## src/rtl/peg_pkt_xfr_arb.sv

```systemverilog
// Round-robin packet arbiter: NUM_SRC packet sources share one sink.
// A grant is held from the SOP transfer through the EOP transfer, and at least one IDLE cycle separates packets.
module peg_pkt_xfr_arb #(
   parameter int unsigned DATA_W  = 16,
   parameter int unsigned NUM_SRC = 4
) (
   input  logic                      clk,
   input  logic                      rst,
   input  logic [NUM_SRC-1:0]        src_sop,
   input  logic [NUM_SRC-1:0]        src_eop,
   input  logic [NUM_SRC-1:0]        src_valid,
   input  logic [NUM_SRC*DATA_W-1:0] src_data,
   input  logic [NUM_SRC-1:0]        src_error,
   output logic [NUM_SRC-1:0]        src_ready,
   output logic                      snk_sop,
   output logic                      snk_eop,
   output logic                      snk_valid,
   output logic                      snk_error,
   output logic [DATA_W-1:0]         snk_data,
   input  logic                      snk_ready,
   output logic [NUM_SRC-1:0]        gnt
);

   localparam int unsigned IDX_W = (NUM_SRC > 1) ? $clog2(NUM_SRC) : 1;
   localparam logic [NUM_SRC-1:0] ONE_HOT0 = NUM_SRC'(1);

   typedef enum logic {IDLE, BUSY} state_t;

   state_t             state_q;
   logic [IDX_W-1:0]   sel_q;
   logic [IDX_W-1:0]   last_q;
   logic [NUM_SRC-1:0] gnt_q;

   logic [NUM_SRC-1:0] cand;
   logic [IDX_W-1:0]   pick_d;
   logic               found_d;
   int unsigned        idx;

   assign cand = src_valid & src_sop;
   assign gnt  = gnt_q;

   // Scan upward from last_q+1 with wrap; the first candidate seen wins.
   always_comb begin
      found_d = 1'b0;
      pick_d  = '0;
      idx     = 0;
      for (int unsigned i = 0; i < NUM_SRC; i++) begin
         idx = 32'(last_q) + 32'd1 + i;
         if (idx >= NUM_SRC) begin
            idx = idx - NUM_SRC;
         end
         if (!found_d && cand[idx[IDX_W-1:0]]) begin
            found_d = 1'b1;
            pick_d  = idx[IDX_W-1:0];
         end
      end
   end

   always_ff @(posedge clk or negedge rst) begin
      if (!rst) begin
         state_q <= IDLE;
         gnt_q   <= '0;
         sel_q   <= '0;
         last_q  <= IDX_W'(NUM_SRC - 1);
      end else begin
         case (state_q)
            IDLE: begin
               if (found_d) begin
                  state_q <= BUSY;
                  sel_q   <= pick_d;
                  gnt_q   <= ONE_HOT0 << pick_d;
               end
            end
            BUSY: begin
               if (src_valid[sel_q] && snk_ready && src_eop[sel_q]) begin
                  state_q <= IDLE;
                  last_q  <= sel_q;
                  gnt_q   <= '0;
               end
            end
            default: state_q <= IDLE;
         endcase
      end
   end

   // While BUSY the sink side is a straight combinational mux of the granted source.
   always_comb begin
      src_ready = '0;
      snk_valid = 1'b0;
      snk_sop   = 1'b0;
      snk_eop   = 1'b0;
      snk_error = 1'b0;
      snk_data  = '0;
      if (state_q == BUSY) begin
         snk_valid        = src_valid[sel_q];
         snk_sop          = src_sop[sel_q];
         snk_eop          = src_eop[sel_q];
         snk_error        = src_error[sel_q];
         snk_data         = src_data[32'(sel_q)*DATA_W +: DATA_W];
         src_ready[sel_q] = snk_ready;
      end
   end

endmodule

```

## config.mk

```make
export PLATFORM = sky130hd
export DESIGN_NAME = peg_pkt_xfr_arb
export DESIGN_NICKNAME = d
export VERILOG_FILES = /design/src/rtl/peg_pkt_xfr_arb.sv
export SDC_FILE = /design/constraint.sdc
export NUM_CORES = 1
export LEC_CHECK = 0
export ABC_AREA = 1
export CAP_MARGIN = 40
export CORE_AREA = 2 2 71 73
export DETAILED_ROUTE_END_ITERATION = 6
export DIE_AREA = 0 0 73 75
export GPL_TIMING_DRIVEN = 0
export HOLD_SLACK_MARGIN = 0.05
export PLACE_DENSITY = 0.87
export SLEW_MARGIN = 5
export SYNTH_ARGS = -nofsm -noshare
export SYNTH_HDL_FRONTEND = slang
export SYNTH_SLANG_ARGS = --single-unit
```

## constraint.sdc

```tcl
create_clock -name clk -period 1.5 [get_ports clk]
set_clock_uncertainty 0.05 [all_clocks]
set_input_delay 0.3 -clock clk [delete_from_list [all_inputs] [get_ports clk]]
set_output_delay 0.3 -clock clk [all_outputs]
set_load 0.02 [all_outputs]
```

==> metrics.txt <==
# TYPE chip_impl_metric gauge
chip_impl_metric{name="nNetsFinal",unit=""} 461
chip_impl_metric{name="wire_length_reported_by_the_detailed_router",unit="um"} 8307
chip_impl_metric{name="number_of_cell_instances_on_the_worst_register_to_register_path",unit=""} 11
chip_impl_metric{name="core_region_area",unit="sq um"} 4661
chip_impl_metric{name="worst_ep_arrival_time",unit="ns"} 1.68
chip_impl_metric{name="postSynthCellCount",unit=""} 229
chip_impl_metric{name="grt_util_all_layers",unit="%"} 27.84
chip_impl_metric{name="worst_setup_hold_path_clk_slew",unit="ns"} 0.05
chip_impl_metric{name="max_slew_headroom",unit="%"} 71.08
chip_impl_metric{name="gp_routability_congestion",unit=""} 0.8326
chip_impl_metric{name="period_minus_slack",unit="ns"} 2.031
chip_impl_metric{name="clock_latency",unit="ns"} 0.24
chip_impl_metric{name="cts_hold_buffers",unit=""} 0
chip_impl_metric{name="power_density_over_the_cells",unit="nW/um^2"} 2025
chip_impl_info{name="synth.most_common_cell",value="sky130_fd_sc_hd__nand3_1"} 1
chip_impl_info{name="synth_top_area_cell",value="sky130_fd_sc_hd__nand3_1"} 1
chip_impl_info{name="hp-class",value="in -> async"} 1
chip_impl_metric{name="synth_cell_types",unit=""} 27
chip_impl_info{name="ys_top_cells_by_area",value="sky130_fd_sc_hd__nand3_1 22%, sky130_fd_sc_hd__nand2_1 16%, sky130_fd_sc_hd__dfrtp_1 13%"} 1
chip_impl_metric{name="setup_violations",unit=""} 33
chip_impl_metric{name="final_design_area_no_fill",unit="sq um"} 3478
chip_impl_metric{name="wl_per_cell",unit="um"} 19.27
chip_impl_metric{name="power.leakage",unit="uW"} 0.001433
chip_impl_metric{name="route.vias.total",unit=""} 2541
chip_impl_metric{name="chipHeight",unit="um"} 75
chip_impl_metric{name="die_area",unit="sq um"} 5475
chip_impl_metric{name="ff2ff_setup_slack",unit="ns"} -0.37
chip_impl_metric{name="synthesis.area",unit="sq um"} 1361
chip_impl_info{name="critical_path.reg2reg.startpoint",value="sel_q[1]"} 1
chip_impl_metric{name="ctsHtreeMaxLevel",unit=""} 1
chip_impl_metric{name="num_antenna_cells",unit=""} 0
chip_impl_metric{name="power.ir.vdd_worst",unit="V"} 0.001086
chip_impl_metric{name="crit_path_max_fanout",unit=""} 7
chip_impl_info{name="startpoint_type",value="flop"} 1
chip_impl_metric{name="die_w",unit="um"} 73
chip_impl_metric{name="start_util",unit="%"} 29.21
chip_impl_info{name="worst_setup_path_end_kind",value="primary output"} 1
chip_impl_metric{name="synth.net_count",unit=""} 312
chip_impl_metric{name="drtIter0Drc",unit=""} 272
chip_impl_metric{name="detailed_place.area",unit="sq um"} 2780
chip_impl_metric{name="ys_warn_count",unit=""} 0
chip_impl_info{name="yosys-top-cells-count",value="59 x sky130_fd_sc_hd__nand3_1, 58 x sky130_fd_sc_hd__nand2_1, 18 x sky130_fd_sc_hd__a22oi_1, 18 x sky130_fd_sc_hd__a31oi_1, 12 x sky130_fd_sc_hd__nor2_1"} 1
chip_impl_metric{name="postRouteAntennaNets",unit=""} 0
chip_impl_metric{name="area_growth",unit="%"} 155.5
chip_impl_info{name="critical_path.startpoint",value="sel_q[1]"} 1
chip_impl_info{name="dominantRegCellSynth",value="sky130_fd_sc_hd__dfrtp_1"} 1
chip_impl_metric{name="worst_hold_slack",unit="ns"} 0.3210
chip_impl_info{name="cts_tree",value="done"} 1
chip_impl_metric{name="drive_above_1_share",unit="%"} 45.62
chip_impl_metric{name="max_slew.worst_pin.slew",unit="ns"} 0.4324
chip_impl_metric{name="place.port_buffers",unit=""} 110
chip_impl_metric{name="grt_start_max_net_pins",unit=""} 11
chip_impl_metric{name="place_hpwl",unit="um"} 4921
chip_impl_metric{name="drv_slew",unit=""} 0
chip_impl_info{name="cts_root_buf",value="sky130_fd_sc_hd__clkbuf_8"} 1
chip_impl_metric{name="grt_pass1_vias",unit=""} 2603
chip_impl_metric{name="drcViolationCount",unit=""} 0
chip_impl_metric{name="hold_viol_final",unit=""} 0
chip_impl_metric{name="postLayoutSetupSlackWorst",unit="ns"} -0.5309
chip_impl_metric{name="synth_top_cell_area_share",unit="%"} 21.69
chip_impl_info{name="setup.worst_path.class",value="reg -> out"} 1
chip_impl_metric{name="dr.pass1.iters",unit=""} 5
chip_impl_metric{name="finalCritPeriodShare",unit="%"} 135.4
chip_impl_metric{name="final-seq-area",unit="sq um"} 229.0
chip_impl_metric{name="cts_buffers",unit=""} 3
chip_impl_info{name="rsz0062_at_grt",value="true"} 1
chip_impl_metric{name="synth.ff_latch_count",unit=""} 9
chip_impl_metric{name="ctsLongestPathBuffers",unit=""} 2
chip_impl_info{name="violated_checks",value="setup timing"} 1
chip_impl_metric{name="grt_remaining_overflow",unit=""} 0
chip_impl_metric{name="critical_path_data_required_time",unit="ns"} 1.15
chip_impl_metric{name="boundaryPins",unit=""} 111
chip_impl_metric{name="post_synth.cell_area_avg",unit="sq um"} 5.945
chip_impl_metric{name="maxCapViolCount",unit=""} 0
chip_impl_metric{name="antenna_found_initial",unit=""} 0
chip_impl_metric{name="count_of_flip_flops_with_a_built_in_enable_after_synthesis",unit=""} 0
chip_impl_metric{name="grt_pass1_wl",unit="um"} 11730
chip_impl_info{name="status",value="complete, but fails checks"} 1
chip_impl_metric{name="row_count",unit=""} 25
chip_impl_metric{name="cts.sinks",unit=""} 9
chip_impl_metric{name="fillerInstances",unit=""} 305
chip_impl_metric{name="async_reset_ff_share",unit="%"} 100.0
chip_impl_metric{name="post_drt_via_cell_ratio",unit=""} 5.896
chip_impl_metric{name="synth_seq_area_share",unit="%"} 16.73
chip_impl_metric{name="maximum_frequency_from_static_timing_analysis",unit="GHz"} 0.4924
chip_impl_metric{name="multiInputGateArea",unit="sq um"} 1458
chip_impl_info{name="rr_endpoint",value="state_q"} 1
sequential cells by signal, indices dropped and copies added, names as in the netlist:
signal	count
gnt	4
last_q	2
sel_q	2
state_q	1
repair_timing:
action / CTS / global route
buffers inserted: 22 / 9
cloned: 3 / 1
pin swaps: 35 / 20
hold endpoints to repair: 0 / 0
resized for setup: 198 / 31
setup endpoints to repair: 37 / 33
logic make-up after synthesis:
logic type             Yosys count  share of synthesized area [%]
and+or+nand+nor                147                          50.09
DFF                              9                          16.73
AOI/OAI and AO/OA               46                          23.62
buffers and inverters           27                          9.559
how the worst max path moves through the flow:
stage | slack [ns] | to
after CTS | -0.42 | snk_data[13]
after global placement | -0.80 | snk_data[10]
final | -0.53 | snk_data[15]
after global routing | -0.57 | snk_data[15]
after floorplan | -0.10 | gnt[0]
after detailed placement | -0.81 | snk_data[13]
metrics by stage:
step	utilization (%)	setup WS, ns	cells	setup TNS [ns]	total power [uW]
6_report	74.63	-0.5309	431	-13.53	7042
5_1_grt	74.63	-0.5734	431	-15.30	7359
4_1_cts	70.71	-0.4186	422	-9.986	6305
3_5_place_dp	59.65	-0.8110	393	-20.04	4848
3_3_place_gp	59.65	-0.8039	393	-19.35	4777
2_1_floorplan	-	-0.1039	229	-1.399	3314
critical path: stages, from the launching register on:
cell and delay (ns):
sky130_fd_sc_hd__dfrtp_1 0.42, sky130_fd_sc_hd__inv_2 0.09, sky130_fd_sc_hd__nand2_2 0.09, sky130_fd_sc_hd__inv_2 0.05, sky130_fd_sc_hd__buf_8 0.14, sky130_fd_sc_hd__buf_12 0.14
sky130_fd_sc_hd__a22oi_2 0.24, sky130_fd_sc_hd__a31oi_4 0.12, sky130_fd_sc_hd__buf_6 0.14
cell type report:
| type | count | share of cell area (%) |
|---|---|---|
| Multi-Input combinational cell | 193 | 41.91 |
| Timing Repair Buffer | 144 | 41.58 |
| Sequential cell | 9 | 6.583 |
| Buffer | 17 | 5.396 |
| Tap cell | 54 | 1.942 |
| Clock buffer | 4 | 1.295 |
| Inverter | 10 | 1.295 |
where the power goes:
part / internal (uW) / switching (uW) / total, uW
sequential: 343 / 92.7 / 436
clock: 186 / 103 / 289
combinational: 2970 / 3350 / 6320
per-layer routing:
layer | track usage (%) | vias up | share of wire, %
met5 | 0 | - | 0
met4 | 18.52 | 0 | 5.8
met3 | 4.552 | 55 | 8.0
met2 | 52.45 | 186 | 51
met1 | 28.11 | 1182 | 35
li1 | - | 1118 | -
placed cells by master, fill, tap and decap left out, types with 4 or more instances in the layout:
cell | netlist | final
sky130_fd_sc_hd__a22oi_2 | 0 | 18
sky130_fd_sc_hd__a31oi_2 | 1 | 10
sky130_fd_sc_hd__a31oi_4 | 0 | 9
sky130_fd_sc_hd__buf_4 | 4 | 39
sky130_fd_sc_hd__buf_6 | 1 | 22
sky130_fd_sc_hd__buf_8 | 0 | 4
sky130_fd_sc_hd__clkdlybuf4s50_1 | 0 | 80
sky130_fd_sc_hd__dfrtp_1 | 7 | 6
sky130_fd_sc_hd__dlygate4sd2_1 | 0 | 6
sky130_fd_sc_hd__inv_2 | 3 | 4
sky130_fd_sc_hd__nand2_1 | 58 | 38
sky130_fd_sc_hd__nand2_2 | 8 | 20
sky130_fd_sc_hd__nand2_4 | 0 | 7
sky130_fd_sc_hd__nand3_1 | 59 | 55
sky130_fd_sc_hd__nand3_2 | 2 | 6
sky130_fd_sc_hd__nand4_1 | 5 | 5
sky130_fd_sc_hd__nor2_1 | 12 | 7
sky130_fd_sc_hd__nor2_4 | 1 | 4
No activity file was read; power rests on OpenSTA's default activity.
